--- config.mk ---
export PLATFORM = sky130hd
export DESIGN_NAME = bitmanip_unit_flat
export DESIGN_NICKNAME = d
export VERILOG_FILES = /design/src/rtl/bitmanip_if.sv /design/src/rtl/bitmanip_unit.sv /design/src/flat_wrapper.sv
export SDC_FILE = /design/constraint.sdc
export NUM_CORES = 1
export LEC_CHECK = 0
export CAP_MARGIN = 0
export CORE_MARGIN = 2
export CORE_UTILIZATION = 40
export DETAILED_ROUTE_END_ITERATION = 10
export MAX_ROUTING_LAYER = met4
export PLACE_DENSITY = 0.69
export SLEW_MARGIN = 20
export SYNTH_ARGS = -nofsm -noshare
export SYNTH_HDL_FRONTEND = slang
export SYNTH_SLANG_ARGS = --single-unit
--- constraint.sdc ---
create_clock -name clk -period 6.1 [get_ports clk]
set_clock_uncertainty 0.1 [all_clocks]
set_input_delay 0.915 -clock clk [delete_from_list [all_inputs] [get_ports clk]]
set_output_delay 0.915 -clock clk [all_outputs]
set_load 0.01 [all_outputs]
--- src/rtl/bitmanip_if.sv ---
// Request/response bundle between the CPU and the bit-manipulation unit.
// The CPU drives the master side; the unit implements the slave side.
interface bitmanip_if #(
  parameter int unsigned WIDTH = 16
);
  logic             start;
  logic [1:0]       op;
  logic [WIDTH-1:0] operand;
  logic             clr;
  logic             busy;
  logic             done;
  logic [WIDTH-1:0] result;
  logic             zero;

  modport master (
    output start, op, operand, clr,
    input  busy, done, result, zero
  );

  modport slave (
    input  start, op, operand, clr,
    output busy, done, result, zero
  );
endinterface

--- src/rtl/bitmanip_unit.sv ---
// Multi-cycle bit-manipulation unit: REV / POPCNT / CLZ / CTZ over a WIDTH-bit
// operand, consuming STEP bits per RUN cycle, least significant chunk first.
module bitmanip_unit #(
  parameter int unsigned WIDTH = 16,
  parameter int unsigned STEP  = 4
) (
  input logic      clk,
  input logic      rst,
  bitmanip_if.slave bus
);
  localparam int unsigned N  = WIDTH / STEP;
  localparam int unsigned CW = $clog2(WIDTH + 1);
  localparam int unsigned KW = (N > 1) ? $clog2(N) : 1;
  localparam logic [KW-1:0] LAST = KW'(N - 1);

  typedef enum logic [1:0] {S_IDLE, S_RUN, S_DONE} state_e;

  state_e           state_q, state_d;
  logic [WIDTH-1:0] opnd_q, opnd_d;
  logic [1:0]       op_q, op_d;
  logic [KW-1:0]    k_q, k_d;
  logic [WIDTH-1:0] acc_q, acc_d;
  logic [CW-1:0]    cnt_q, cnt_d;
  logic             found_q, found_d;
  logic [WIDTH-1:0] result_q, result_d;
  logic             zero_q, zero_d;

  logic [STEP-1:0]  chunk, chunk_rev;
  logic [CW-1:0]    chunk_pop, chunk_lz, chunk_tz;
  logic [WIDTH-1:0] res_fin;

  always_comb begin
    chunk     = opnd_q[STEP-1:0];
    chunk_rev = '0;
    chunk_pop = '0;
    chunk_lz  = CW'(STEP);
    chunk_tz  = CW'(STEP);
    for (int unsigned i = 0; i < STEP; i++) begin
      chunk_rev[i] = chunk[STEP-1-i];
      chunk_pop    = chunk_pop + CW'(chunk[i]);
      // ascending scan: last hit is the highest set bit
      if (chunk[i]) chunk_lz = CW'(STEP - 1 - i);
      // descending scan: last hit is the lowest set bit
      if (chunk[STEP-1-i]) chunk_tz = CW'(STEP - 1 - i);
    end
  end

  always_comb begin
    state_d  = state_q;
    opnd_d   = opnd_q;
    op_d     = op_q;
    k_d      = k_q;
    acc_d    = acc_q;
    cnt_d    = cnt_q;
    found_d  = found_q;
    result_d = result_q;
    zero_d   = zero_q;
    res_fin  = '0;

    unique case (state_q)
      S_RUN: begin
        opnd_d = opnd_q >> STEP;
        k_d    = k_q + KW'(1);
        // Chunks arrive LSB first; CLZ tracks leading zeros of the prefix seen so far.
        unique case (op_q)
          2'b00: acc_d = (acc_q << STEP) | WIDTH'(chunk_rev);
          2'b01: cnt_d = cnt_q + chunk_pop;
          2'b10: cnt_d = (chunk == '0) ? cnt_q + CW'(STEP) : chunk_lz;
          2'b11: if (!found_q) begin
                   cnt_d   = cnt_q + chunk_tz;
                   found_d = |chunk;
                 end
          default: ;
        endcase
        res_fin = (op_q == 2'b00) ? acc_d : WIDTH'(cnt_d);
        if (k_q == LAST) begin
          state_d  = S_DONE;
          result_d = res_fin;
          zero_d   = (res_fin == '0);
        end
      end
      S_IDLE, S_DONE: begin
        state_d = S_IDLE;
        if (bus.start) begin
          state_d = S_RUN;
          opnd_d  = bus.operand;
          op_d    = bus.op;
          k_d     = '0;
          acc_d   = '0;
          cnt_d   = '0;
          found_d = 1'b0;
        end
      end
      default: state_d = S_IDLE;
    endcase

    if (bus.clr) begin
      state_d  = S_IDLE;
      result_d = result_q;
      zero_d   = zero_q;
    end
  end

  always_ff @(posedge clk or negedge rst) begin
    if (!rst) begin
      state_q  <= S_IDLE;
      opnd_q   <= '0;
      op_q     <= '0;
      k_q      <= '0;
      acc_q    <= '0;
      cnt_q    <= '0;
      found_q  <= 1'b0;
      result_q <= '0;
      zero_q   <= 1'b1;
    end else begin
      state_q  <= state_d;
      opnd_q   <= opnd_d;
      op_q     <= op_d;
      k_q      <= k_d;
      acc_q    <= acc_d;
      cnt_q    <= cnt_d;
      found_q  <= found_d;
      result_q <= result_d;
      zero_q   <= zero_d;
    end
  end

  assign bus.busy   = (state_q == S_RUN);
  assign bus.done   = (state_q == S_DONE);
  assign bus.result = result_q;
  assign bus.zero   = zero_q;
endmodule

--- src/flat_wrapper.sv ---
// flat-port wrapper written by rule: the top's interface ports become plain ports
module bitmanip_unit_flat 
#(
  parameter int unsigned WIDTH = 16,
  parameter int unsigned STEP  = 4
)
  (clk, rst, bus_start, bus_op, bus_operand, bus_clr, bus_busy, bus_done, bus_result, bus_zero);
  bitmanip_if #(.WIDTH(WIDTH)) bus_i ();
  input logic clk;
  input logic rst;
  input wire logic [$bits(bus_i.start)-1:0] bus_start;
  input wire logic [$bits(bus_i.op)-1:0] bus_op;
  input wire logic [$bits(bus_i.operand)-1:0] bus_operand;
  input wire logic [$bits(bus_i.clr)-1:0] bus_clr;
  output wire logic [$bits(bus_i.busy)-1:0] bus_busy;
  output wire logic [$bits(bus_i.done)-1:0] bus_done;
  output wire logic [$bits(bus_i.result)-1:0] bus_result;
  output wire logic [$bits(bus_i.zero)-1:0] bus_zero;
  assign bus_i.start = bus_start;
  assign bus_i.op = bus_op;
  assign bus_i.operand = bus_operand;
  assign bus_i.clr = bus_clr;
  assign bus_busy = bus_i.busy;
  assign bus_done = bus_i.done;
  assign bus_result = bus_i.result;
  assign bus_zero = bus_i.zero;
  bitmanip_unit #(.WIDTH(WIDTH), .STEP(STEP)) u_core (.clk(clk), .rst(rst), .bus(bus_i));
endmodule
# Word level (Yosys, flattened, before mapping)
# Cells that the tools add are included.
# Widths: inputs -> output; s select.
# op_classes
add_sub_neg,7
eq_ne,9
muxes,31
bitwise_logic,2
n_reduce_logical,11
# ops
cell,count
$mux 16,5
$pmux 16 s2,2
$mux 5,10
$logic_not 16->1,1
$or 16x4->16,1
$pmux 5 s3,1
$add 5x1->5,2
$add 5x5->5,2
$pmux 5 s2,1
$eq 2x2->1 const B,4
$pmux 2 s2,2
$mux 2,3
$mux 3,2
$reduce_and 3->1,2
$add 5x3->5 const B,1
$eq 2x1->1 const B,2
$logic_not 2->1,2
$logic_not 4->1,1
$mux 1,4
$reduce_and 2->1,2
$reduce_or 4->1,1
$ne 3x2->1 const B,1
$add 1x1->2,1
$add 2x1->2 const B,1
other kinds (6),6
# totals
ff_bits,61
input_bits,22
output_inout_bits,19
wordCells,69

# Logic depth before layout (Yosys ltp)
# Gate-level depths: netlist of run 1.
# depth
word_depth,10
mapped_depth,12
mapped_depth_nobuf,12

# Worst setup path after synthesis of run 1
# No wires, ideal clock.
# synth_timing
path_type,register to register
from,register u_core.opnd_q[0]
to,register u_core.zero_q (netlist: u_core.bus.zero)
setup_time_ns,0.079
arrival_time_ns,2.924
t_required_ns,5.921
slack_ns,2.997
path_stages_with_launch,13
path_buffers,0
period_less_slack_ns,3.103
path_cell_list,dfrtp_1 inv_1 ha_1 inv_1 fa_1 inv_1 ha_1 fa_1 a21o_1 a21oi_1 and3b_1 o31a_1 a41o_1
# synth_via
elab_chain_cells,9
word_cells_on_any_way,20
cone_classes,add/sub (5); mux (12); bitwise (1); reduce/logical (2)
# synth_lines
item,line_no,text
"start, declared",bitmanip_unit.sv:19,"logic [WIDTH-1:0] opnd_q, opnd_d;"
"start signal, assigned",bitmanip_unit.sv:117,opnd_q <= opnd_d;
branches (longest 7 deep; another with $add 5x1->5),--,
$mux 16 (*),bitmanip_unit.sv:75,res_fin = (op_q == 2'b00) ? acc_d : WIDTH'(cnt_d);
$logic_not 16->1 (*),bitmanip_unit.sv:79,zero_d = (res_fin == '0);
"end signal, assigned",bitmanip_unit.sv:124,zero_q <= zero_d;
"end, declared",bitmanip_unit.sv:26,"logic zero_q, zero_d;"
# Every way passes the cells marked *. The select of a mux whose other input is x is not followed.
# A chain may end at the register's enable or synchronous reset.

# Worst setup path in the final report of run 1
# layout_timing
from,register u_core.state_q[0]
to,output bus_busy
# layout_via
elab_chain_cells,1
# layout_lines
item,line_no,text
"start, declared",bitmanip_unit.sv:18,"state_e state_q, state_d;"
"start signal, assigned",bitmanip_unit.sv:116,state_q <= state_d;
$eq 2x1->1,bitmanip_unit.sv:128,assign bus.busy = (state_q == S_RUN);
"end, declared",flat_wrapper.sv:15,output wire logic [$bits(bus_i.busy)-1:0] bus_busy;
# No other way between the ends.

==> results of run 1 <==
## power by group
group	switching (mW)	total (mW)	internal, mW
Combinational	0.191	0.364	0.173
Sequential	0.0725	0.509	0.436
Clock	0.150	0.361	0.211
## flip-flops by register name, summed over array words and instances (netlist names), 2 cells and up
name,flops
u_core.op_q,2
u_core.opnd_q,16
u_core.acc_q,12
u_core.cnt_q,5
u_core.bus.result,16
u_core.state_q,2
u_core.k_q,2
## per-stage QoR
step	hold slack [ps]	instances	setup slack [ps]	instance area, sq um
after floorplan	350	331	3000	3060
after global placement	353	451	2890	3500
after detailed placement	355	451	2810	3500
after CTS	370	467	2640	3700
after global routing	395	467	2460	3700
final	365	467	2670	3700
## worst reg2reg max path: cells and delay by family (launching register included)
family	cells	cell delay, ps
buf+inv	3	220
fa+ha+maj	4	1370
simple gates	1	190
flops	1	470
compound gates	4	910
## Yosys cell counts (2+ instances only)
cell      count
mux2i_1      16
nand2_1      74
xnor2_1       3
a22o_1        5
o21ai_0      33
fa_1          3
a21o_1        2
nand3_1      14
nor2_1       13
clkbuf_1     10
nor2b_1       5
dfrtp_1      56
a211oi_1      3
inv_1        12
buf_2         9
o22ai_1       2
nor4_1        4
nor3_1        7
nand2b_1      7
ha_1         13
a21oi_1       9
buf_6         2
buf_1         2
## routing by layer
layer	routed length, microns	GRT usage, %
met3	276	4.07
met4	72	5.68
met5	0	-
met2	3200	28.6
met1	3270	24.3
## worst min-delay path by stage
stage | depth (start not counted) | startpoint | end | slack [ps]
global placement | 2 | u_core.bus.result[10] | u_core.bus.result[10] | 350
detailed placement | 2 | u_core.bus.result[7] | u_core.bus.result[7] | 350
global route | 2 | u_core.bus.result[15] | u_core.bus.result[15] | 400
CTS | 2 | u_core.bus.result[7] | u_core.bus.result[7] | 370
finish | 2 | u_core.bus.result[7] | u_core.bus.result[7] | 370
floorplan | 2 | u_core.opnd_q[10] | u_core.opnd_q[10] | 350
## final cells by class
class	count	area share (%)
Clock buffer	12	4.19
Clock inverter	4	1.38
Timing Repair Buffer	44	11.5
Multi-Input combinational cell	239	39.9
Tap cell	99	3.34
Inverter	12	1.22
Sequential cell	57	38.5
## logic make-up (layout without fill, tap and decap cells)
logic type / count (synthesis) / after routing / synth area share [%]
AO/OA/AOI/OAI: 68 / 68 / 13.9
XOR/XNOR: 3 / 3 / 0.860
adder cells (fa/ha/maj): 16 / 16 / 7.29
buffers and inverters: 35 / 72 / 5.16
flip-flops: 57 / 57 / 46.7
multiplexers: 16 / 16 / 5.24
AND/OR/NAND/NOR: 136 / 136 / 20.9
==> flow_metrics.env, run 1 <==
export IMPL_outcome="complete, no violations"
export IMPL_grt_max_degree=58
export IMPL_drc=0
export IMPL_ff2ff_path_depth=12
export IMPL_critical_path_startpoint="u_core.state_q[0]"
export IMPL_cp_cell_sequence="nand2b_1, inv_1, clkdlybuf4s50_1"
export IMPL_grt_pass1_wl_microns=11900
export IMPL_antenna_found_initial=0
export IMPL_cts_tree="done"
export IMPL_track_usage_pct=18.5
export IMPL_hold_viol_final=0
export IMPL_syn_nets=369
export IMPL_cp_slowest_cell="dfrtp_1"
export IMPL_max_freq_mhz=291
export IMPL_worst_path_buf_inv=2
export IMPL_power_density_nw_per_um2=333
export IMPL_antennaDiodeCount=0
export IMPL_synthCells=331
export IMPL_drive_gt1_share_pct=7.07
export IMPL_syn_area_per_cell_sq_um=9.23
export IMPL_timing_reg2reg_setup_slack_ps=2770
export IMPL_crit_cells=3
export IMPL_finalSetupViolCount=0
export IMPL_ys_top_cells_by_area="dfrtp_1 (46%), nand2_1 (9.1%), o21ai_0 (5.4%), ha_1 (5.3%), mux2i_1 (5.2%)"
export IMPL_multiInputGateArea_sq_um=1480
export IMPL_total_power_mw=1.23
export IMPL_synth_edf_count=0
export IMPL_ios=41
export IMPL_worstSetupPathType="register to output port"
export IMPL_dp_hpwl_microns=4780
export IMPL_dr_total_vias=2429
export IMPL_synth_area_sq_um=3060
export IMPL_wl_per_cell_microns=14.6
export IMPL_start_util_pct=41.7
export IMPL_final_nets=401
export IMPL_timing_rr_end="u_core.bus.zero"
export IMPL_cts_buffers=9
export IMPL_drv_cap=0
export IMPL_cpLargestDelayFamily="buffers and inverters"
export IMPL_leakage_nw=1.69
export IMPL_layout_min_cycle_time_ps=3430
export IMPL_critPathArrivalTime_ps=2420
export IMPL_drt_pass1_iterations=4
export IMPL_synth_top_area_cell="dfrtp_1"
export IMPL_slew_viol_final=0
export IMPL_gp_congestion=0.901
export IMPL_die_h_microns=91.4
export IMPL_wirelength_microns=6820
export IMPL_insertion_delay_ps=330
export IMPL_area_delta_synth_final_pct=21.2
export IMPL_final_common_cell="nand2_1"
export IMPL_peakVddDrop_v=0.000161
export IMPL_ys_warn_count=0
export IMPL_critPathCaptureType="output port"
export IMPL_post_cts_buffers=0
export IMPL_clock_path_buffers=2
export IMPL_root_buffer="clkbuf_8"
export IMPL_fin_setup_tns_ps=0
export IMPL_rows=31
export IMPL_viasPerCell=5.20
export IMPL_io_buffers=40
export IMPL_required_ps=5080
export IMPL_final_cell_mix="nand2_1 (74), dfrtp_1 (56), clkdlybuf4s50_1 (39)"
export IMPL_async_flop_share_pct=100
export IMPL_nFillCells=670
export IMPL_ys_types=50
export IMPL_finalCritPeriodShare_pct=56.3
export IMPL_final_util_pct=50.5
export IMPL_cts_max_level=3
export IMPL_cp_max_fo=16
export IMPL_worstMarginPinSlew_ps=882
export IMPL_cts_hold_fix_buffers=0
export IMPL_dr_first_iter_drc_count=198
export IMPL_endpoint="bus_busy"
export IMPL_clk_pin_slew_ps=70
export IMPL_hold_class="register to register"
export IMPL_ys_seq_elements=57
export IMPL_die_w_microns=91.4
export IMPL_ys_seq_area_share_pct=46.7
export IMPL_grt_ovfl_total=0
export IMPL_r2r_start="u_core.opnd_q[1]"
export IMPL_seq_area_sq_um=1430
export IMPL_die_area_sq_um=8360
export IMPL_yosys_area_top_type_share_pct=45.8
export IMPL_grt_pass1_vias=2453
export IMPL_startpoint_type="register"
export IMPL_grt_setup_unrepaired="false"
export IMPL_cts_resized_gates=0
export IMPL_clock_sinks=57
export IMPL_maxSlewHeadroom_pct=41.0
export IMPL_drt_antenna_violating_nets=0
export IMPL_synthFlopType="dfrtp_1"
export IMPL_slowest_delay_ps=820
export IMPL_coreArea_sq_um=7330
Power figures use the tool's default switching activity.
==> run 2, diff against run 1 <==
Settings changed: PLACE_DENSITY 0.69 to 0.72.
Clock period 6.1 ns to 2.8 ns, I/O delays scaled along.
==> run 2 against run 1 <==
Against the previous run:
- the flow now finishes with violations (negative setup slack)
- utilization is 2.0 points higher
- global-route usage increased by 0.63 points
- critical path depth is 9 higher
- hold slack worse by 340 ps
==> flow_metrics.env, run 2 (synthesis results as in run 1) <==
export IMPL_antenna_found_initial=0
export IMPL_fin_cells=482
export IMPL_slew_viol_final=0
export IMPL_cpLargestDelayFamily="adder cells"
export IMPL_grt_ovfl_total=0
export IMPL_final_common_cell="nand2_1"
export IMPL_drive_gt1_share_pct=13.1
export IMPL_maxSlewHeadroom_pct=52.5
export IMPL_die_h_microns=91.4
export IMPL_dp_cells=465
export IMPL_wirelength_microns=7120
export IMPL_gp_congestion=0.952
export IMPL_final_cell_mix="nand2_1 (74), dfrtp_1 (55), clkdlybuf4s50_1 (39)"
export IMPL_die_w_microns=91.4
export IMPL_final_nets=416
export IMPL_coreArea_sq_um=7330
export IMPL_track_usage_pct=19.1
export IMPL_root_buffer="clkbuf_8"
export IMPL_grt_pass1_wl_microns=12300
export IMPL_cts_tree="done"
export IMPL_dr_first_iter_drc_count=165
export IMPL_cp_slowest_cell="fa_1"
export IMPL_critPathCaptureType="register"
export IMPL_hold_class="input pin to asynchronous set/reset pin"
export IMPL_fin_setup_tns_ps=-281
export IMPL_worstMarginPinSlew_ps=712
export IMPL_clock_path_buffers=2
export IMPL_ios=41
export IMPL_finalCritPeriodShare_pct=105
export IMPL_io_buffers=40
export IMPL_violations="negative setup slack"
export IMPL_layout_min_cycle_time_ps=2950
export IMPL_required_ps=2960
export IMPL_drt_antenna_violating_nets=0
export IMPL_cp_cell_sequence="inv_2, ha_4, inv_2, fa_1, inv_2, ha_4, fa_2, a21o_1, a21oi_2, and3b_1, o31a_1, a41o_1"
export IMPL_cp_max_fo=2
export IMPL_grt_max_degree=33
export IMPL_max_freq_mhz=339
export IMPL_worst_path_buf_inv=3
export IMPL_dr_total_vias=2531
export IMPL_die_area_sq_um=8360
export IMPL_rows=31
export IMPL_finalSetupViolCount=2
export IMPL_cts_hold_fix_buffers=0
export IMPL_peakVddDrop_v=0.000329
export IMPL_start_util_pct=41.7
export IMPL_wl_per_cell_microns=14.8
export IMPL_cts_buffers=9
export IMPL_dp_hpwl_microns=5080
export IMPL_hold_viol_final=0
export IMPL_cts_max_level=3
export IMPL_viasPerCell=5.25
export IMPL_grt_pass1_vias=2595
export IMPL_clk_pin_slew_ps=70
export IMPL_drc=0
export IMPL_critPathArrivalTime_ps=3110
export IMPL_grt_setup_unrepaired="true"
export IMPL_drv_cap=0
export IMPL_area_delta_synth_final_pct=26.0
export IMPL_nFillCells=650
export IMPL_slowest_delay_ps=510
export IMPL_drt_pass1_iterations=4
export IMPL_worstSetupPathType="register to register"
export IMPL_startpoint_type="register"
export IMPL_insertion_delay_ps=340
export IMPL_clock_sinks=57
export IMPL_path_common_cell="inv_2"
export IMPL_holdWs_ps=25.0
export IMPL_outcome="finished with violations"
export IMPL_setup_slack_ps=-151
export IMPL_power_density_nw_per_um2=732
export IMPL_antennaDiodeCount=0
export IMPL_leakage_nw=1.75
[run 2: cell count changes in the layout (fill, tap and decap cells not counted), sizes merged]
| cell | change |
|---|---|
| buf | +15 |
| clkbuf | +2 |
| clkinv | -2 |
[run 2: power by group]
group / internal, mW / total, mW / switching, mW
Clock: 0.461 / 0.792 / 0.331
Combinational: 0.463 / 0.954 / 0.492
Sequential: 0.952 / 1.07 / 0.120
[run 2: repair_timing]
| action | in CTS | in global routing |
|---|---|---|
| endpoints found under the setup margin | 4 | 4 |
| pin swaps | 6 | 5 |
| endpoints found under the hold margin | 0 | 0 |
| buffers inserted | 0 | 2 |
| resized for setup | 8 | 1 |
[run 2: routing by layer]
layer	GRT usage [%]	vias to the layer above	routed length [microns]
met4	7.32	0	150
met5	-	-	0
met1	23.1	1201	3130
met3	5.23	16	418
met2	30.5	87	3420
li1	-	1227	-
[run 2: path summary, 6_finish.rpt]
| path | start | end | slack [ps] | depth (start not counted) |
|---|---|---|---|---|
| max | u_core.opnd_q[0] | u_core.bus.zero | -150 | 12 |
| min | rst | u_core.cnt_q[3] | 30 | 1 |
| max reg2reg | u_core.opnd_q[0] | u_core.bus.zero | -150 | 12 |
| min reg2reg | u_core.bus.result[13] | u_core.bus.result[13] | 370 | 2 |
| max in group asynchronous | rst | u_core.opnd_q[0] | 1880 | 2 |
| min in group clk | u_core.bus.result[13] | u_core.bus.result[13] | 370 | 2 |
[run 2: stage by stage]
| step | utilization, % | power, mW | instance area, sq um | setup slack (ps) |
|---|---|---|---|---|
| 2_1_floorplan | - | 1.65 | 3080 | -125 |
| 3_3_place_gp | 49.4 | 1.94 | 3620 | -92.6 |
| 3_5_place_dp | 49.4 | 1.99 | 3620 | -135 |
| 4_1_cts | 52.4 | 2.83 | 3840 | -175 |
| 5_1_grt | 52.6 | 3.00 | 3850 | -224 |
| 6_report | 52.6 | 2.82 | 3850 | -151 |
[run 2: final cells by class]
class | count | area, sq um | area share, %
multi-input cells | 239 | 1520 | 39.4
flip-flops and latches | 57 | 1430 | 37.1
repair buffers | 59 | 538 | 14.0
clock buffers | 14 | 163 | 4.22
well taps | 99 | 124 | 3.22
inverters | 12 | 45.0 | 1.17
clock inverters | 2 | 37.5 | 0.974
